==> src/rtl/p2s_mc.sv <==
// Multi-channel parallel-to-serial stage: round-robin block intake, MSB-first beat slicing, output FIFO.
// Optional build macro P2S_PARITY_EN appends an even-parity LSB to every FIFO entry and d_out.
module p2s_mc #(
  parameter  int BLOCK_LENGTH = 128,
  parameter  int IO_WIDTH     = 8,
  parameter  int NUM_CH       = 2,
  parameter  int FIFO_DEPTH   = 16,
  localparam int BEATS        = BLOCK_LENGTH / IO_WIDTH,
  localparam int CH_W         = (NUM_CH > 1) ? $clog2(NUM_CH) : 1,
`ifdef P2S_PARITY_EN
  localparam int PAR_W        = 1,
`else
  localparam int PAR_W        = 0,
`endif
  localparam int OUT_W        = 2 + CH_W + IO_WIDTH + PAR_W
) (
  input  logic                               clk,
  input  logic                               rst,
  input  logic [NUM_CH-1:0]                  in_valid,
  output logic [NUM_CH-1:0]                  in_ready,
  input  logic [NUM_CH*(BLOCK_LENGTH+1)-1:0] in_data,
  input  logic                               hold_o,
  output logic                               fifo_almost_full,
  output logic                               fifo_full,
  output logic                               done,
  output logic [OUT_W-1:0]                   d_out
);
  localparam int EW    = OUT_W - 1;
  localparam int CNT_W = (BEATS > 1) ? $clog2(BEATS) : 1;
  localparam int AW    = $clog2(FIFO_DEPTH);

  typedef enum logic {IDLE, SHIFT} state_e;

  state_e                  state_q, state_d;
  logic [CNT_W-1:0]        cnt_q, cnt_d;
  logic [CH_W-1:0]         ptr_q, ptr_d;
  logic [CH_W-1:0]         ch_q, ch_d;
  logic                    eop_q, eop_d;
  logic [BLOCK_LENGTH-1:0] shreg_q, shreg_d;
  logic [OUT_W-1:0]        d_out_q, d_out_d;
  logic                    done_q, done_d;
  logic [AW-1:0]           wptr_q, wptr_d, rptr_q, rptr_d;
  logic [AW:0]             count_q, count_d;
  logic [EW-1:0]           mem_q [FIFO_DEPTH];

  logic [NUM_CH-1:0][BLOCK_LENGTH-1:0] blk;
  logic [NUM_CH-1:0]                   eop_in;

  for (genvar c = 0; c < NUM_CH; c++) begin : g_unpack
    assign blk[c]    = in_data[c*(BLOCK_LENGTH+1)+1 +: BLOCK_LENGTH];
    assign eop_in[c] = in_data[c*(BLOCK_LENGTH+1)];
  end

  // Round-robin: lowest valid index at/after ptr wins, else wrap to lowest valid overall.
  logic            any_vld, hi_vld;
  logic [CH_W-1:0] hi_idx, lo_idx, gnt_idx;
  always_comb begin
    any_vld = |in_valid;
    hi_vld  = 1'b0;
    hi_idx  = '0;
    lo_idx  = '0;
    for (int i = NUM_CH - 1; i >= 0; i--) begin
      if (in_valid[i]) begin
        lo_idx = CH_W'(i);
        if (i >= int'(ptr_q)) begin
          hi_idx = CH_W'(i);
          hi_vld = 1'b1;
        end
      end
    end
    gnt_idx = hi_vld ? hi_idx : lo_idx;
  end

  logic          full_w, last_w, wr, arb_en, take, pop, beat_eop;
  logic [IO_WIDTH-1:0] beat;
  logic [EW-1:0]       entry;

  assign full_w   = (count_q == (AW+1)'(FIFO_DEPTH));
  assign last_w   = (cnt_q == CNT_W'(BEATS - 1));
  assign wr       = (state_q == SHIFT) && !full_w;
  // Arbiter is open in IDLE and on the cycle the last beat actually gets written.
  assign arb_en   = !rst && ((state_q == IDLE) || (wr && last_w));
  assign take     = arb_en && any_vld;
  assign in_ready = take ? (NUM_CH'(1) << gnt_idx) : '0;
  assign pop      = !hold_o && (count_q != '0);
  assign beat     = shreg_q[BLOCK_LENGTH-1 -: IO_WIDTH];
  assign beat_eop = last_w ? eop_q : 1'b0;

`ifdef P2S_PARITY_EN
  assign entry = {beat_eop, ch_q, beat, ^{beat_eop, ch_q, beat}};
`else
  assign entry = {beat_eop, ch_q, beat};
`endif

  always_comb begin
    state_d = state_q;
    cnt_d   = cnt_q;
    ptr_d   = ptr_q;
    ch_d    = ch_q;
    eop_d   = eop_q;
    shreg_d = shreg_q;
    if (wr) begin
      shreg_d = shreg_q << IO_WIDTH;
      cnt_d   = last_w ? '0 : cnt_q + 1'b1;
      if (last_w) state_d = IDLE;
    end
    if (take) begin
      shreg_d = blk[gnt_idx];
      ch_d    = gnt_idx;
      eop_d   = eop_in[gnt_idx];
      ptr_d   = (gnt_idx == CH_W'(NUM_CH - 1)) ? '0 : gnt_idx + 1'b1;
      cnt_d   = '0;
      state_d = SHIFT;
    end
  end

  always_comb begin
    wptr_d  = wr  ? wptr_q + 1'b1 : wptr_q;
    rptr_d  = pop ? rptr_q + 1'b1 : rptr_q;
    count_d = count_q + (AW+1)'(wr) - (AW+1)'(pop);
    d_out_d = pop ? {1'b1, mem_q[rptr_q]} : {1'b0, d_out_q[EW-1:0]};
    done_d  = d_out_q[OUT_W-1] && d_out_q[OUT_W-2];
  end

  always_ff @(posedge clk) begin
    if (rst) begin
      state_q <= IDLE;
      cnt_q   <= '0;
      ptr_q   <= '0;
      ch_q    <= '0;
      eop_q   <= 1'b0;
      shreg_q <= '0;
      wptr_q  <= '0;
      rptr_q  <= '0;
      count_q <= '0;
      d_out_q <= '0;
      done_q  <= 1'b0;
    end else begin
      state_q <= state_d;
      cnt_q   <= cnt_d;
      ptr_q   <= ptr_d;
      ch_q    <= ch_d;
      eop_q   <= eop_d;
      shreg_q <= shreg_d;
      wptr_q  <= wptr_d;
      rptr_q  <= rptr_d;
      count_q <= count_d;
      d_out_q <= d_out_d;
      done_q  <= done_d;
    end
  end

  always_ff @(posedge clk) begin
    if (wr && !rst) mem_q[wptr_q] <= entry;
  end

  assign fifo_full        = full_w;
  assign fifo_almost_full = (count_q >= (AW+1)'(FIFO_DEPTH - 2));
  assign done             = done_q;
  assign d_out            = d_out_q;
endmodule

==> config.mk <==
export PLATFORM = sky130hd
export DESIGN_NAME = p2s_mc
export DESIGN_NICKNAME = d
export VERILOG_FILES = /design/src/rtl/p2s_mc.sv
export SDC_FILE = /design/constraint.sdc
export NUM_CORES = 1
export LEC_CHECK = 0
export ABC_CLOCK_PERIOD_IN_PS = 3600
export CAP_MARGIN = 5
export CELL_PAD_IN_SITES_DETAIL_PLACEMENT = 1
export CELL_PAD_IN_SITES_GLOBAL_PLACEMENT = 1
export CORE_MARGIN = 5
export CORE_UTILIZATION = 41
export DETAILED_ROUTE_END_ITERATION = 6
export GPL_TIMING_DRIVEN = 0
export PLACE_DENSITY_LB_ADDON = 0.1
export SLEW_MARGIN = 5
export SYNTH_ARGS = -nofsm -noshare
export SYNTH_HDL_FRONTEND = slang
export SYNTH_SLANG_ARGS = --single-unit
==> constraint.sdc <==
create_clock -name clk -period 3.6 [get_ports clk]
set_clock_uncertainty 0.2 [all_clocks]
set_input_delay 0.72 -clock clk [delete_from_list [all_inputs] [get_ports clk]]
set_output_delay 0.72 -clock clk [all_outputs]
set_load 0.05 [all_outputs]
==> impl_metrics.tcl, run 1 <==
set metrics [dict create \
    status "completed" \
    drt_iter0_drc 1123 \
    reg2reg_to "count_q[4]" \
    relSlewSlack_pct 19.5 \
    yosys_register_bits 325 \
    yosysWarningCount 0 \
    worstMarginPinSlew_ns 1.20 \
    synth_top_family_by_area "compound AO/OA/AOI/OAI gates" \
    pre_cts_ws_ns -0.641 \
    die_y_um 201 \
    endpoint_kind "output port" \
    met1_usage_pct 31.5 \
    vias 12700 \
    setup_viol 0 \
    cts_tree "done" \
    synth.top_cell.area_share_pct 32.0 \
    dp_hpwl_mm 39.2 \
    area_growth_pct 30.9 \
    synth.net_count 1616 \
    synth_xor_area_share_pct 0.584 \
    timing.fmax_mhz 282 \
    start_kind "flip-flop" \
    synth_ff_type "dfxtp_1" \
    reg2reg_depth 16 \
    use_met3_pct 4.38 \
    synth-adder-area-share_pct 1.38 \
    grt-ovfl-total 0 \
    finalHoldViolations 0 \
    die_w_um 201 \
    post_dp_cell_area_um2 18400 \
    ff2ff_setup_slack_ns 0.13 \
    antenna_found_initial 8 \
    drt-vias-per-instance 5.89 \
    layout_common_cells "clkdlybuf4s50_1, dfxtp_1, edfxtp_1" \
    critPathArrivalTime_ns 2.63 \
    fp.dieArea_um2 40500 \
    async_flop_share_pct 0 \
    drc 0 \
    syn_inst 1337 \
    hold_end "shreg_q[2]" \
    grt_util_all_layers_pct 24.9 \
    drv_cap 0 \
    hold_class "reg -> reg" \
    core_area_um2 36300 \
    yosys-top-cells-area "edfxtp_1, dfxtp_1, a221oi_1" \
    syn_area_um2 15000 \
    clk_pin_slew_ns 0.06 \
    p_leak_uw 0.00705 \
    cts.path.max_buffers 3 \
    crit_chain "inv_1 -> ha_1 -> nand4bb_1 -> clkbuf_4 -> inv_2 -> clkdlybuf4s50_1" \
    start_util_pct 41.3 \
    wirelength_mm 52.5 \
    peakVddDrop_mv 0.291 \
    path_max_fanout 8 \
    yosys-mux-area-fraction_pct 7.62 \
    synth_compound_area_share_pct 16.5 \
    synthSimpleGateAreaFrac_pct 15.2 \
    slew_violations 0 \
    htree_levels 2 \
    worstReg2RegStart "count_q[2]" \
    grt_start_max_net_pins 18 \
    netlist.top_cell.by_area "edfxtp_1" \
    io_pins 279 \
    ant_nets 0 \
    layout.cells.most_common "clkdlybuf4s50_1" \
    p_per_area_nw_per_um2 527 \
    design_area_um2 19600 \
    fin_ws_ns 0.0534 \
    layout-drive-gt1-share_pct 8.86 \
    nets 1933 \
    slowest_stage "clkdlybuf4s50_1" \
    crit_required_ns 2.68 \
    gp_congestion 0.888 \
    holdWs_ns 0.250 \
    min-delay-start "shreg_q[2]" \
    cts_buffers 35 \
    rows 70 \
    ys_seq_area_share_pct 54.1 \
    gr-usage-met2_pct 43.4 \
    cts_sinks 325 \
    synth-edff-count 160 \
    top_usage_layer "met2" \
    critPathKind "reg -> out" \
    yosysUniqueCellTypes 46 \
    grt_first_pass_wirelength_mm 79.6 \
    dr.pass1.iters 5 \
    clk_latency_ns 0.52 \
    period_share_pct 98.5 \
    avgRoutedWirePerCell_um 24.4 \
    cp_slowest_stage_delay_ns 0.91 \
    syn_avg_cell_area_um2 11.2 \
    ctsHoldBuffers 0 \
    grt_pass1_vias 13700 \
    hold_depth 2 \
    ctsRootBufferMaster "clkbuf_16" \
    period_needed_ns 3.55 \
    port-buffer-count 278 \
]
cells in the mapped netlist, types with 2 or more instances:
master	instances
dfxtp_1	165
clkbuf_1	118
o211ai_1	9
a311oi_1	120
nor2b_1	2
mux4_2	40
and3_1	129
xnor2_1	8
inv_2	2
a21boi_0	8
or3_1	2
edfxtp_1	160
ha_1	15
a21oi_1	17
inv_1	12
xor2_1	2
buf_2	35
o221ai_1	10
nand3_1	139
o21ai_0	2
mux2i_1	23
nor2_1	32
nor3_1	6
buf_4	2
a221oi_1	120
nand2_1	139
worst max path at each step:
stage	slack (ns)	startpoint	to	cells after the start
3_3_place_gp	-0.63	in_valid[1]	in_ready[0]	7
3_5_place_dp	-0.64	in_valid[1]	in_ready[0]	7
4_1_cts	0.05	count_q[2]	count_q[4]	16
6_report	0.05	count_q[2]	fifo_full	6
2_1_floorplan	0.41	rst	in_ready[0]	5
5_1_grt	-0.05	count_q[2]	in_ready[1]	10
metrics by stage:
step | total power [uW] | instances | setup TNS [ns] | util, %
floorplan | 5690 | 1337 | 0 | -
global placement | 6600 | 2083 | -2.10 | 50.5
detailed placement | 6660 | 2083 | -2.53 | 50.5
CTS | 10400 | 2148 | 0 | 53.9
global route | 10800 | 2153 | -0.132 | 54.0
finish | 10300 | 2156 | 0 | 54.0
critical path, delay by kind of cell (launching register included):
family                   cells  cell delay, ns
buffers and inverters        4            1.42
adder cells (fa/ha/maj)      1            0.18
AND/OR/NAND/NOR              1            0.16
flip-flops                   1            0.34
logic make-up after synthesis:
kind of cell,Yosys count
buf+inv,171
xor+xnor,10
simple gates,457
mux,64
fa+ha+maj,16
compound gates,294
flops,325
report_power, final:
group	total [uW]	internal [uW]	switching (uW)
logic	2260	940	1320
clock network	3710	2240	1470
registers	4380	4160	222
sequential cells by signal (all words and copies together), names as in the netlist, 4 cells and up, named ones only:
name	flops
count_q	5
cnt_q	4
wptr_q	4
rptr_q	4
mem_q	160
shreg_q	128
d_out	11
metal layers:
| layer | vias to the layer above | wire [um] |
|---|---|---|
| li1 | 5954 | - |
| met3 | 104 | 2740 |
| met2 | 417 | 25900 |
| met1 | 6227 | 22000 |
| met4 | 2 | 1830 |
| met5 | - | 19 |
layout make-up:
cell class | instances | area [um2]
fillers | 3894 | 16700
flip-flops and latches | 325 | 8110
multi-input cells | 841 | 6220
repair buffers | 280 | 2800
clock buffers | 55 | 1090
plain buffers | 157 | 653
well taps | 468 | 586
clock inverters | 9 | 111
inverters | 14 | 52.6
diodes | 7 | 17.5
what timing repair did:
item | in CTS | in global routing
pin swaps | 1 | 1
endpoints found under the setup margin | 3 | 3
setup buffers | 1 | 1
resized for setup | 16 | 6
(Power assumes the default switching activity.)
==> run 2: changes to the inputs <==
- CTS_CLUSTER_DIAMETER: unset -> 120
==> results of run 2 <==
The final DEF is identical to that of run 1; final timing and power are the same.
==> run 3: changes to the inputs <==
- CTS_CLUSTER_DIAMETER: 120 -> 150
==> results of run 3 <==
The final DEF is identical to that of run 1; final timing and power are the same.
